File: src/rtl/ddr2_pll_reset_ctrl.sv
// ddr2_pll_reset_ctrl
// Sequences the reset of a DDR2 PLL from its reference clock: pulses the PLL
// reset, waits (with timeout and retry) for lock, requires a run of stable
// lock before releasing the downstream reset, and falls back to waiting for
// lock whenever the PLL loses lock while running. Lock losses and lock
// timeouts are counted in saturating 8-bit counters.
module ddr2_pll_reset_ctrl #(
    parameter int unsigned PLL_RST_CYCLES = 8,
    parameter int unsigned LOCK_TIMEOUT   = 1024,
    parameter int unsigned STABLE_CYCLES  = 64
) (
    input  logic       CLK,
    input  logic       RST_N,
    input  logic       PLL_LOCKED,
    output logic       PLL_RST,
    output logic       RST_N_OUT,
    output logic [7:0] RELOCK_CNT,
    output logic [7:0] TIMEOUT_CNT
);

    // Last counter value of each timed state; the FSM leaves on this value.
    localparam logic [15:0] PLL_RST_LAST = 16'(PLL_RST_CYCLES - 32'd1);
    localparam logic [15:0] LOCK_LAST    = 16'(LOCK_TIMEOUT - 32'd1);
    localparam logic [15:0] STABLE_LAST  = 16'(STABLE_CYCLES - 32'd1);

    typedef enum logic [1:0] {
        ST_RESET_PLL = 2'd0,
        ST_WAIT_LOCK = 2'd1,
        ST_STABILIZE = 2'd2,
        ST_RUN       = 2'd3
    } state_e;

    // Saturating increment for the event counters: holds at 255, never wraps.
    function automatic logic [7:0] sat_inc8(input logic [7:0] value);
        logic [7:0] result;
        if (value == 8'hFF) begin
            result = value;
        end else begin
            result = value + 8'd1;
        end
        return result;
    endfunction

    state_e      state_q;
    state_e      state_d;
    logic [15:0] cnt_q;
    logic [15:0] cnt_d;
    logic [15:0] term_d;
    logic        sync_meta_q;
    logic        lock_sync_q;
    logic        pll_rst_q;
    logic        pll_rst_d;
    logic        rst_n_out_q;
    logic        rst_n_out_d;
    logic [7:0]  relock_q;
    logic [7:0]  relock_d;
    logic [7:0]  timeout_q;
    logic [7:0]  timeout_d;

    // Two-flop synchronizer bringing the asynchronous lock flag into CLK.
    always_ff @(posedge CLK or negedge RST_N) begin
        if (!RST_N) begin
            sync_meta_q <= 1'b0;
            lock_sync_q <= 1'b0;
        end else begin
            sync_meta_q <= PLL_LOCKED;
            lock_sync_q <= sync_meta_q;
        end
    end

    // Next-state, event-counter and cycle-counter logic for the reset FSM.
    always_comb begin
        state_d   = state_q;
        relock_d  = relock_q;
        timeout_d = timeout_q;
        cnt_d     = cnt_q;
        term_d    = 16'd0;

        case (state_q)
            ST_RESET_PLL: begin
                term_d = PLL_RST_LAST;
                if (cnt_q >= PLL_RST_LAST) begin
                    state_d = ST_WAIT_LOCK;
                end else begin
                    state_d = ST_RESET_PLL;
                end
            end
            ST_WAIT_LOCK: begin
                term_d = LOCK_LAST;
                // Lock is tested first so a lock arriving on the timeout
                // cycle wins over the retry.
                if (lock_sync_q) begin
                    state_d = ST_STABILIZE;
                end else if (cnt_q >= LOCK_LAST) begin
                    state_d   = ST_RESET_PLL;
                    timeout_d = sat_inc8(timeout_q);
                end else begin
                    state_d = ST_WAIT_LOCK;
                end
            end
            ST_STABILIZE: begin
                term_d = STABLE_LAST;
                if (!lock_sync_q) begin
                    state_d = ST_WAIT_LOCK;
                end else if (cnt_q >= STABLE_LAST) begin
                    state_d = ST_RUN;
                end else begin
                    state_d = ST_STABILIZE;
                end
            end
            ST_RUN: begin
                term_d = 16'd0;
                if (!lock_sync_q) begin
                    state_d  = ST_WAIT_LOCK;
                    relock_d = sat_inc8(relock_q);
                end else begin
                    state_d = ST_RUN;
                end
            end
            default: begin
                term_d  = 16'd0;
                state_d = ST_RESET_PLL;
            end
        endcase

        // Every transition restarts the count; RUN does not count at all, and
        // the other states stop at their terminal value so the count cannot wrap.
        if (state_d != state_q) begin
            cnt_d = 16'd0;
        end else if (state_q == ST_RUN) begin
            cnt_d = cnt_q;
        end else if (cnt_q < term_d) begin
            cnt_d = cnt_q + 16'd1;
        end else begin
            cnt_d = cnt_q;
        end
    end

    // Output decode from the next state so the registered outputs change on
    // the same edge as the state register.
    always_comb begin
        pll_rst_d   = 1'b0;
        rst_n_out_d = 1'b0;
        if (state_d == ST_RESET_PLL) begin
            pll_rst_d = 1'b1;
        end else begin
            pll_rst_d = 1'b0;
        end
        if (state_d == ST_RUN) begin
            rst_n_out_d = 1'b1;
        end else begin
            rst_n_out_d = 1'b0;
        end
    end

    // State, counters and registered outputs.
    always_ff @(posedge CLK or negedge RST_N) begin
        if (!RST_N) begin
            state_q     <= ST_RESET_PLL;
            cnt_q       <= 16'd0;
            pll_rst_q   <= 1'b1;
            rst_n_out_q <= 1'b0;
            relock_q    <= 8'd0;
            timeout_q   <= 8'd0;
        end else begin
            state_q     <= state_d;
            cnt_q       <= cnt_d;
            pll_rst_q   <= pll_rst_d;
            rst_n_out_q <= rst_n_out_d;
            relock_q    <= relock_d;
            timeout_q   <= timeout_d;
        end
    end

    assign PLL_RST     = pll_rst_q;
    assign RST_N_OUT   = rst_n_out_q;
    assign RELOCK_CNT  = relock_q;
    assign TIMEOUT_CNT = timeout_q;

endmodule

File: config.mk
export PLATFORM = sky130hd
export DESIGN_NAME = ddr2_pll_reset_ctrl
export DESIGN_NICKNAME = d
export VERILOG_FILES = /design/src/rtl/ddr2_pll_reset_ctrl.sv
export SDC_FILE = /design/constraint.sdc
export NUM_CORES = 1
export LEC_CHECK = 0
export ABC_AREA = 1
export CAP_MARGIN = 20
export CORE_MARGIN = 8
export CORE_UTILIZATION = 33
export CTS_CLUSTER_SIZE = 8
export DETAILED_ROUTE_END_ITERATION = 10
export SYNTH_ARGS = -nofsm -noshare
export SYNTH_HDL_FRONTEND = slang
export SYNTH_SLANG_ARGS = --single-unit
File: constraint.sdc
create_clock -name CLK -period 3.8 [get_ports CLK]
set_input_delay 1.14 -clock CLK [delete_from_list [all_inputs] [get_ports CLK]]
set_output_delay 1.14 -clock CLK [all_outputs]
set_load 0.05 [all_outputs]
## Yosys cells after proc, flatten, opt, wreduce, memory -nomap -nowiden

Index checks and enable logic that the tools add are counted.

| storage, ports and cells | value |
|---|---|
| input port bits | 3 |
| flip-flop bits (word level) | 38 |

| operators by class | value |
|---|---|
| equal/unequal tests | 8 |
| reduce and logical (&&, ||, !) cells | 6 |
| $lt $le $gt $ge | 4 |
| bitwise gates (word level) | 3 |
| add/sub/neg operators | 3 |
| multiplexer cells | 13 |

Operators with widths:

| operator | number |
|---|---|
| $pmux 16 s4 | 1 |
| $mux 16 | 3 |
| $add 16x1->16 const B | 1 |
| $add 8x1->8 const B | 2 |
| $eq 8x8->1 const B | 2 |
| $ge 16x10->1 const B | 1 |
| $ge 16x3->1 const B | 1 |
| $ge 16x6->1 const B | 1 |
| $lt 16x16->1 | 1 |
| $pmux 2 s4 | 1 |
| $eq 2x2->1 const B | 3 |
| $mux 2 | 3 |
| $mux 1 | 5 |
| $logic_not 2->1 | 2 |
| $reduce_and 4->1 | 1 |
| $not 1->1 | 3 |
| $reduce_and 3->1 | 1 |
| $eq 2x1->1 const B | 1 |
| $ne 2x2->1 | 1 |
| $ne 2x2->1 const B | 1 |
| $reduce_and 2->1 | 1 |
| $reduce_bool 2->1 | 1 |

## Depth between registers and ports, before layout

| logic depth | value |
|---|---|
| depth after elaboration | 7 |
| gate-level depth with buffers | 17 |

## Worst setup path before layout

OpenSTA, ideal clock, no wires.

| timing path | value |
|---|---|
| kind | reg2reg |
| start point | register state_q[1] |
| end point | register cnt_q[10] |
| setup slack | 1.662 ns |
| arrival | 2.064 ns |
| path buffers | 0 |
| library setup time | 0.074 ns |
| cell stages (with the launch flop) | 11 |
| cell sequence | dfrtp_1 > inv_1 > ha_1 > inv_1 > ha_1 > nand2_1 > inv_1 > nor4_4 > nand2_2 > or2_1 > a21oi_2 |

| on the way | value |
|---|---|
| cells in the longest elaborated chain, start to end | 5 |
| elaborated cells between the ends (all ways) | 12 |
| classes of those cells | order compare (1); eq/ne (5); mux (3); reduce/logical (3) |

RTL lines:

| what | RTL line | text |
|---|---|---|
| from (decl) | 44 | `state_e state_q;` |
| from (signal assigned) | 166 | `state_q <= state_d;` |
| $eq 2x2->1, or another cell as far along | 79, 130 |  |
| $pmux 16 s4 / $pmux 2 s4 (equally long branches) | 79 | `case (state_q)` |
| $lt 16x16->1 / $ne 2x2->1 (equally long branches) | 132, 128 |  |
| $reduce_bool 2->1 (no line) / $ne 2x2->1 (equally long branches) | n/a |  |
| $reduce_and 2->1 (no line) | n/a |  |
| to (signal assigned) | 167 | `cnt_q <= cnt_d;` |
| to (decl) | 46 | `logic [15:0] cnt_q;` |

Parallel ways exist; a longest one is shown, timed or not. The select of a mux whose other input is x is not followed.
A chain may end at the register's enable or synchronous reset.

## Final worst setup path

| timing path | value |
|---|---|
| start point | register pll_rst_q (netlist: PLL_RST) |
| end point | output port PLL_RST |

RTL lines:

| what | RTL line | text |
|---|---|---|
| from (decl) | 51 | `logic pll_rst_q;` |
| from (signal assigned) | 168 | `pll_rst_q <= pll_rst_d;` |
| to (decl) | 15 | `output logic PLL_RST,` |

No word-level cell between the ends.

==> results.py <==
metrics = {
    "synthesis": {
        "syn_nets": 268,
        "ys_types": 33,
        "synth.avg_cell_area_um2": 8.82,
        "ys.warnings.count": 0,
        "ys_seq_area_share_pct": 43.4,
        "netlist_instances": 249,
        "ys_seq_elements": 38,
        "syn_area_um2": 2200,
        "synth_top_area_cell": "dfrtp_1",
        "synthTopCellsByArea": "dfrtp_1 42%, ha_1 9.1%, nand2_1 7.5%, inv_1 6.2%, nor2_1 5.1%",
        "synth_top_area_share_pct": 42.2,
    },
    "clock_tree": {
        "numCtsBuffers": 5,
        "cts_setup_buffers": 0,
        "cts_sinks": 38,
        "cts_tree": "built",
        "cts.clk_slew.worst_paths_ns": 0.08,
        "clk_latency_ns": 0.29,
        "cts_resized": 0,
        "ctsHoldBuffers": 0,
        "root_buffer": "clkbuf_8",
        "clk_path_buf_depth": 2,
        "cts-htree-levels": 2,
    },
    "hold_path": {
        "worstHoldPathType": "flip-flop to flip-flop",
    },
    "timing": {
        "tightest_slew_ns": 0.857,
        "rsz0062_at_grt": "no",
        "slew_viol_final": 0,
        "slew_headroom_pct": 42.9,
        "hold_violations": 0,
        "fmax_mhz": 363,
        "min_period_ns": 2.75,
        "fin_crit_sh_pct": 72.4,
        "holdWs_ns": 0.348,
        "setup_viol": 0,
        "fin_skew_ns": 0.0115,
        "tns_ns": 0,
        "fin_ws_ns": 1.05,
    },
    "worst_setup_path": {
        "path_buf_inv": 1,
        "cp_slowest_stage_delay_ns": 0.79,
        "worst_ep_required_time_ns": 2.66,
        "crit_type": "flip-flop to output pin",
        "cp_top_family": "buffers and inverters",
        "worst_setup_path_end_kind": "output pin",
        "crit_fanout": 1,
        "cp_slowest_cell": "clkdlybuf4s50_1",
        "start_kind": "flip-flop",
        "cp.arrival_ns": 1.61,
        "cp_cell_sequence": "clkdlybuf4s50_1",
    },
    "route": {
        "drcViolationCount": 0,
        "finalWirelength_mm": 4.49,
        "drt_iter0_drc": 82,
        "drtPass1Iterations": 4,
        "final_antenna_net_count": 0,
        "wl_per_cell_um": 12.7,
        "via_count": 1681,
        "viasPerCell": 4.78,
    },
    "run": {
        "maxCapViolations": 0,
    },
    "power": {
        "p_int_uw": 713,
        "clockPowerShare_pct": 25.0,
        "power.density_nw_per_um2": 460,
        "p_comb_share_pct": 34.0,
        "seq_power_share_pct": 41.1,
        "switching_share_pct": 39.4,
        "power_uw": 1180,
        "leakage_uw": 0.00131,
        "p_sw_uw": 464,
        "peakVddDrop_v": 0.000311,
    },
    "global_route": {
        "gr-total-overflow": 0,
        "grt_pass1_wl_mm": 8.16,
        "grtUsageTotal_pct": 10.1,
        "antenna_found_initial": 0,
        "grt_max_degree": 39,
        "grt_pass1_vias": 1753,
    },
    "cells_and_area": {
        "multi_input_comb_area_um2": 1080,
        "num_antenna_cells": 0,
        "drive_gt1_share_pct": 9.45,
        "fillCellCount": 652,
        "area_growth_pct": 16.6,
        "area.sequential_um2": 952,
        "finish.utilization_pct": 40.1,
        "fin_nets": 293,
    },
    "die": {
        "die_w_um": 97.6,
        "die-area_um2": 9520,
        "start_util_pct": 34.4,
        "core.rowCount": 29,
        "core-area_um2": 6390,
        "ios": 21,
        "die_y_um": 97.6,
    },
    "place": {
        "gp_congestion": 0.864,
        "io_buffers": 20,
        "post-place-ws_ns": 1.37,
        "place_hpwl_mm": 3.30,
    },
    "outcome": {
        "status": "completed",
    },
}
-- logic make-up after synthesis --
logic type / Yosys count / synth area share (%)
AND/OR/NAND/NOR: 127 / 28.7
buffers and inverters: 39 / 7.35
multiplexers: 1 / 0.513
flip-flops: 38 / 43.4
XOR/XNOR: 17 / 7.64
AO/OA/AOI/OAI: 11 / 3.36
adder cells (fa/ha/maj): 16 / 9.12
-- power by group through the flow --
stage	Combinational, µW	Clock [µW]	Sequential, µW
after floorplan	286	0	522
after detailed placement	402	0	490
after global placement	394	0	490
after CTS	405	307	483
final	400	294	483
after global routing	460	322	490
-- placed cells by master (no fill, tap or decap), drive strengths merged --
cell type,instances
clkbuf,6
nor4,2
o21bai,2
nand3b,1
o211ai,1
nor3,5
o21a,1
nor3b,2
ha,16
clkinvlp,1
nor2,31
mux2,1
xnor2,6
dfrtp,37
o21ai,1
clkdlybuf4s50,19
buf,1
clkinv,1
or2,1
nand4,17
xor2,11
nand2,49
dfstp,1
inv,37
a21oi,6
nand3,19
-- Yosys cell counts --
library cell  count
nand2_1          44
dfrtp_1          37
inv_1            36
nor2_1           30
nand3_1          18
nand4_1          17
ha_1             16
xor2_1           10
xnor2_1           6
a21oi_1           5
nand2_2           4
nor3_1            3
buf_6             2
o21bai_1          2
a21oi_2           1
dfstp_2           1
inv_2             1
mux2_2            1
nand2_4           1
nand3_2           1
nand3b_1          1
nor2_2            1
nor3_2            1
nor3_4            1
nor3b_1           1
nor3b_2           1
nor4_1            1
nor4_4            1
o211ai_2          1
o21a_1            1
o21ai_1           1
or2_1             1
xor2_4            1
-- stage by stage --
step,cell area (µm²),instances
global placement,2460,344
finish,2560,352
global route,2560,352
floorplan,2200,249
detailed placement,2460,344
CTS,2560,352
-- layout make-up --
| class | instances | share of cell area [%] |
|---|---|---|
| clock inverters | 2 | 0.489 |
| clock buffers | 6 | 3.23 |
| repair buffers | 20 | 7.62 |
| flip-flops and latches | 38 | 37.2 |
| multi-input cells | 172 | 42.3 |
| well taps | 77 | 3.76 |
| inverters | 37 | 5.43 |
-- path summary, 6_finish.rpt --
kind / from / end / slack (ns) / depth (start not counted)
max reg2reg: state_q[1]$_DFF_PN0_ / cnt_q[9]$_DFFE_PN0P_ / 1.35 / 13
max: PLL_RST$_DFF_PN1_ / PLL_RST / 1.05 / 1
max in group asynchronous: RST_N / cnt_q[15]$_DFFE_PN0P_ / 2.30 / 1
min: sync_meta_q$_DFF_PN0_ / lock_sync_q$_DFF_PN0_ / 0.35 / 0
min reg2reg: sync_meta_q$_DFF_PN0_ / lock_sync_q$_DFF_PN0_ / 0.35 / 0
min in group asynchronous: RST_N / cnt_q[3]$_DFFE_PN0P_ / 0.94 / 1
-- registers in the layout (all words and copies together) (netlist names) --
register	count
lock_sync_q	1
state_q	2
sync_meta_q	1
RELOCK_CNT	8
cnt_q	16
TIMEOUT_CNT	8
PLL_RST	1
RST_N_OUT	1
-- metal layers --
metal	global-route usage, %	up-vias	share of wire (%)
met5	0	-	0
met4	2.45	0	0.94
met3	2.92	5	3.9
met2	17.1	24	48
met1	12.1	798	47
li1	-	854	-
Power figures use the tool's default switching activity.
